`src/rtl/rf_pkg.sv`:
```
`default_nettype none
// =============================================================================
// Module      : rf_pkg
// Description : Shared defaults and fixed register indices for regfile_sb.
// Revision    : 1.0 - initial release
// =============================================================================
package rf_pkg;

    localparam int          XLEN_DEF    = 32;
    localparam int          NREG_DEF    = 32;
    localparam int          NRD_DEF     = 2;

    localparam int          SP_IDX      = 2;
    localparam int          GP_IDX      = 3;

    localparam logic [31:0] SP_INIT_DEF = 32'h0000_2ffc;
    localparam logic [31:0] GP_INIT_DEF = 32'h0000_1800;

endpackage
`default_nettype wire

```
`src/rtl/rf_scoreboard.sv`:
```
`default_nettype none
// =============================================================================
// Module      : rf_scoreboard
// Description : Per-register write-pending bits, set at issue and cleared at
//               writeback, with a same-cycle writeback bypass on each read port.
// Revision    : 1.0 - initial release
// =============================================================================
module rf_scoreboard #(
    parameter  int NREG = 32,
    parameter  int NRD  = 2,
    localparam int AW   = $clog2(NREG)
) (
    input  logic              clk,
    input  logic              rstn,
    input  logic              iss,
    input  logic [AW-1:0]     ia,
    input  logic              we,
    input  logic [AW-1:0]     wa,
    input  logic [NRD*AW-1:0] ra,
    output logic [NRD-1:0]    rbusy
);

    logic [NREG-1:0] r_busy;
    logic [NREG-1:0] w_busy_nxt;

    // Set is applied after clear: a newer producer outranks this writeback.
    always_comb begin
        w_busy_nxt = r_busy;
        if (we && (wa != '0)) begin
            w_busy_nxt[wa] = 1'b0;
        end
        if (iss && (ia != '0)) begin
            w_busy_nxt[ia] = 1'b1;
        end
        w_busy_nxt[0] = 1'b0;
    end

    always_ff @(posedge clk or negedge rstn) begin
        if (!rstn) begin
            r_busy <= '0;
        end else begin
            r_busy <= w_busy_nxt;
        end
    end

    for (genvar g = 0; g < NRD; g++) begin : g_rbusy
        logic [AW-1:0] w_a;
        logic          w_b;

        assign w_a = ra[g*AW +: AW];

        always_comb begin
            w_b = r_busy[w_a];
            if (w_a == '0) begin
                w_b = 1'b0;
            end else if (we && (wa == w_a) && !(iss && (ia == w_a))) begin
                w_b = 1'b0;
            end
        end

        assign rbusy[g] = w_b;
    end

endmodule
`default_nettype wire

```
`src/rtl/regfile_sb.sv`:
```
`default_nettype none
// =============================================================================
// Module      : regfile_sb
// Description : Multi-port integer register file with write-first bypass,
//               hardwired x0, programmable sp/gp reset values and an
//               integrated write-pending scoreboard.
//               Optional debug read port enabled by defining RF_DBG_EN.
// Revision    : 1.0 - initial release
// =============================================================================
module regfile_sb
    import rf_pkg::*;
#(
    parameter  int              XLEN    = XLEN_DEF,
    parameter  int              NREG    = NREG_DEF,
    parameter  int              NRD     = NRD_DEF,
    parameter  logic [XLEN-1:0] SP_INIT = XLEN'(SP_INIT_DEF),
    parameter  logic [XLEN-1:0] GP_INIT = XLEN'(GP_INIT_DEF),
    localparam int              AW      = $clog2(NREG)
) (
    input  logic                clk,
    input  logic                rstn,
    input  logic [NRD*AW-1:0]   ra,
    output logic [NRD*XLEN-1:0] rd,
    output logic [NRD-1:0]      rbusy,
    input  logic                we,
    input  logic [AW-1:0]       wa,
    input  logic [XLEN-1:0]     wd,
    input  logic                iss,
`ifdef RF_DBG_EN
    input  logic [AW-1:0]       ra_dbg,
    output logic [XLEN-1:0]     rd_dbg,
`endif
    input  logic [AW-1:0]       ia
);

    logic [XLEN-1:0] r_regs [NREG];
    logic            w_we;

    // Reads must show reset contents while rstn is held low.
    assign w_we = we & rstn;

    always_ff @(posedge clk or negedge rstn) begin
        if (!rstn) begin
            for (int i = 0; i < NREG; i++) begin
                if (i == SP_IDX) begin
                    r_regs[i] <= SP_INIT;
                end else if (i == GP_IDX) begin
                    r_regs[i] <= GP_INIT;
                end else begin
                    r_regs[i] <= '0;
                end
            end
        end else if (we && (wa != '0)) begin
            r_regs[wa] <= wd;
        end
    end

    for (genvar g = 0; g < NRD; g++) begin : g_rd
        logic [AW-1:0]   w_a;
        logic [XLEN-1:0] w_d;

        assign w_a = ra[g*AW +: AW];

        always_comb begin
            w_d = r_regs[w_a];
            if (w_a == '0) begin
                w_d = '0;
            end else if (w_we && (wa == w_a)) begin
                w_d = wd;
            end
        end

        assign rd[g*XLEN +: XLEN] = w_d;
    end

`ifdef RF_DBG_EN
    logic [XLEN-1:0] w_dbg;

    always_comb begin
        w_dbg = r_regs[ra_dbg];
        if (ra_dbg == '0) begin
            w_dbg = '0;
        end else if (w_we && (wa == ra_dbg)) begin
            w_dbg = wd;
        end
    end

    assign rd_dbg = w_dbg;
`endif

    rf_scoreboard #(
        .NREG (NREG),
        .NRD  (NRD)
    ) u_sb (
        .clk   (clk),
        .rstn  (rstn),
        .iss   (iss),
        .ia    (ia),
        .we    (we),
        .wa    (wa),
        .ra    (ra),
        .rbusy (rbusy)
    );

endmodule
`default_nettype wire

```
`config.mk`:
```
export PLATFORM = sky130hd
export DESIGN_NAME = regfile_sb
export DESIGN_NICKNAME = d
export VERILOG_FILES = /design/src/rtl/rf_pkg.sv /design/src/rtl/rf_scoreboard.sv /design/src/rtl/regfile_sb.sv
export SDC_FILE = /design/constraint.sdc
export NUM_CORES = 2
export LEC_CHECK = 0
export CAP_MARGIN = 20
export CORE_MARGIN = 2
export CORE_UTILIZATION = 25
export DETAILED_ROUTE_END_ITERATION = 10
export PLACE_DENSITY = 0.37
export SKIP_CTS_REPAIR_TIMING = 1
export SYNTH_ARGS = -nofsm -noshare
export SYNTH_HDL_FRONTEND = slang
export SYNTH_SLANG_ARGS = --single-unit
export TNS_END_PERCENT = 20
```
`constraint.sdc`:
```
create_clock -name clk -period 3.4 [get_ports clk]
set_input_delay 0.68 -clock clk [delete_from_list [all_inputs] [get_ports clk]]
set_output_delay 0.68 -clock clk [all_outputs]
set_load 0.01 [all_outputs]
```
==> metrics.csv <==
stage;metric;value;unit
run_status;outcome;finished with violations;
run_status;failing checks;setup timing;
worst_setup_path;CP top delay family;buffers and inverters;
synthesis;largest family of logic cells by synthesized area;multiplexers;
synthesis;Syn Nets;4051;
sta;fin. max-slew vios;0;
sta;endpoints failing hold;0;
worst_setup_path;CP max stage delay;0.49;ns
detailed_routing;drt wl/cell;33.1;um
power;Clk pwr share;36.8;%
layout;Storage cell area;26400;um2
place;hpwl dp;165000;um
grt;vias in the first global route;41100;
clock_network;clk_lat worst skew;0.79;ns
layout;ratio of cells with drive above 1 in the final layout;54.9;%
floorplan;Starting Density;25.1;%
floorplan;die area;232000;um2
clock_network;CTS tree;done;
synthesis;FFs w/ async S/R, synth;100;%
floorplan;die width;481;um
floorplan;I/O pin count;122;
detailed_routing;DR pass1 iterations;5;
synthesis;Post-synth EDFFs;0;
synthesis;Post-Synth Simple-Gate Area;2.83;%
detailed_routing;1st-iter DRT viols;2591;
synthesis;mux share of post-synthesis cell area;41.3;%
worst_setup_path;crit-path cells;buf_12, buf_16, buf_4, mux4_2, o32a_1, a21oi_2, a211oi_2, buf_4, clkdlybuf4s50_1;
synthesis;syn_area_per_cell;14.2;um2
worst_setup_path;CP dominant cell by count;buf_4;
clock_network;CTS clk-pin slew, worst paths;0.06;ns
power;sequential share of power;41.2;%
layout;Layout Utilization;32.2;%
clock_network;clk sink count;1055;
clock_network;clk root buf;clkbuf_16;
sta;Final Skew;0;ns
grt;Overflow after GRT;0;
detailed_routing;Final ANT Viol Nets;0;
layout;multi-input logic area;29400;um2
floorplan;CORE AREA;227000;um2
sta;PnR worst setup slack;-0.258;ns
synthesis;register bit total from synthesis;1055;
sta;Worst slew margin;33.7;%
layout;# nets final;4530;
worst_setup_path;Crit path arrival time;2.98;ns
floorplan;Chip Height;481;um
clock_network;H-tree lvl count;4;
synthesis;post-synth cell types;58;
synthesis;XOR/XNOR Fraction of Synth Area;0.308;%
layout;# fillers;22500;
min_path;Hold Crit Class;primary input to async pin;
detailed_routing;routed vias;39200;
sta;Sum Neg Setup Slack;-4.43;ns
power;PD cells;556;nW/um2
sta;Finish-stage setup viols;45;
sta;final cycle utilization of the critical path;108;%
detailed_routing;DR vias/cell;5.16;
layout;most common cell after layout, fill and taps aside;dfrtp_1;
grt;largest net degree at the start of global routing;160;
power;internal power;29.1;mW
power;combinational share of power;22.0;%
power;VDD IR-drop max;0.441;mV
sta;hold slack;0.130;ns
synthesis;Post-Synthesis Cells;3995;
worst_setup_path;Worst setup EP type;primary output;
worst_setup_path;setup slack, reg-to-reg;2.59;ns
power;Switching Fraction;28.5;%
power;Psw;11.6;mW
worst_setup_path;Bufs and invs on worst path;5;
synthesis;Yosys warnings;0;
sta;Final min period;3.66;ns
grt;initial antenna violation count;10;
detailed_routing;Total Routed Length;251000;um
sta;Worst-Margin Slew;0.995;ns
detailed_routing;Remaining DRCs;0;
place;I/O Buffers;121;
layout;commonest non-fill, non-tap cells in the layout;dfrtp_1, mux2_2, buf_4;
synthesis;top_reg_cell synth;dfrtp_1;
worst_setup_path;Worst Path Class, Setup;primary input to primary output;
worst_setup_path;Worst Path Required;2.72;ns
synthesis;Synth Cell Area;56900;um2
worst_setup_path;Critical Path Fanout Max;10;
grt;global-route wire length before repair;347000;um
sta;RSZ-0062 raised after global routing;true;
clock_network;CTS Buf Count;136;
worst_setup_path;Critical Path Source Type;primary input;
place;gpl congestion;0.801;
power;P_leak;32.3;nW
floorplan;row count;175;
synthesis;Synth Area in Compound Gates;5.52;%
grt;GR Util All Layers;21.4;%
sta;Peak Freq;273;MHz
job;Max-cap violations;0;
worst_setup_path;slowest CP cell;mux4_2;
synthesis;post-synthesis sequential area ratio;46.4;%
synthesis;Adder-Cell Fraction of Synth Area;0;%
clock_network;clock buffer depth;3;
layout;Area Growth Syn to Fin;28.4;%
-- synth_stat cells, types with 13 or more instances --
cell type	number	area, um2
a2111oi_0	18	158
a211oi_1	13	97.6
a21oi_1	36	180
a221oi_1	19	166
a22o_1	46	403
a22oi_1	133	998
buf_1	39	146
buf_2	109	546
buf_4	36	270
clkbuf_1	259	972
dfrtp_1	1042	26100
dfstp_2	13	342
mux2_2	999	11200
mux2i_1	241	2410
mux4_2	437	9840
nand2_1	114	428
nand3_1	27	135
nor2_1	72	270
nor2b_1	16	100
nor3_1	49	245
o211ai_1	19	143
o21ai_0	98	490
o22ai_1	25	156
xor2_1	13	114
-- cell type report --
class | count | share of cell area, %
Antenna cell | 3 | 0.0103
Clock buffer | 212 | 5.75
Clock inverter | 33 | 0.520
Inverter | 6 | 0.0377
Multi-Input combinational cell | 2482 | 40.2
Sequential cell | 1055 | 36.1
Tap cell | 3009 | 5.15
Timing Repair Buffer | 793 | 12.2
-- cells by family after synthesis --
logic type / Yosys count
xor+xnor: 20
simple gates: 336
compound gates: 448
mux: 1678
buf+inv: 458
flops: 1055
-- stage by stage --
step                cell area [um2]  instances  total power, mW  worst slack [ns]
detailed placement            66500       7258             25.7             -1.30
global route                  73100       7592             42.5            -0.307
CTS                           71100       7503             40.8             -1.32
global placement              66500       7257             25.5             -1.39
finish                        73100       7593             40.7            -0.258
floorplan                     56900       3995             22.0             0.280
-- power groups by stage --
stage	Sequential (mW)	Combinational [mW]	Clock (mW)
floorplan	16.3	5.71	0
CTS	16.7	8.79	15.4
global placement	16.9	8.69	0
detailed placement	16.9	8.76	0
finish	16.8	8.94	15.0
global route	17.1	9.56	15.9
-- state kept, by name (all words and copies together) (netlist names) --
| signal | cells |
|---|---|
| u_sb.r_busy | 31 |
| r_regs | 1024 |
-- worst paths after layout --
check                                              start                         to  cells after the start
worst max-delay path                               ra[5]                     rd[54]                      9
worst min-delay path                                rstn  u_sb.r_busy[26]$_DFF_PN0_                      3
worst max register to register   r_regs[438]$_DFFE_PN0P_    r_regs[438]$_DFFE_PN0P_                      1
worst min register to register  r_regs[1000]$_DFFE_PN0P_   r_regs[1000]$_DFFE_PN0P_                      0
max in group asynchronous                           rstn    r_regs[500]$_DFFE_PN0P_                      5
min in group clk                r_regs[1000]$_DFFE_PN0P_   r_regs[1000]$_DFFE_PN0P_                      0
-- layer usage --
metal	GRT usage [%]	wire, um	vias to the layer above
li1	-	-	16400
met1	28.9	112000	21600
met2	35.8	123000	865
met3	2.74	8660	286
met4	5.93	7680	0
met5	0	0	-
No activity file was read; power rests on OpenSTA's default activity.
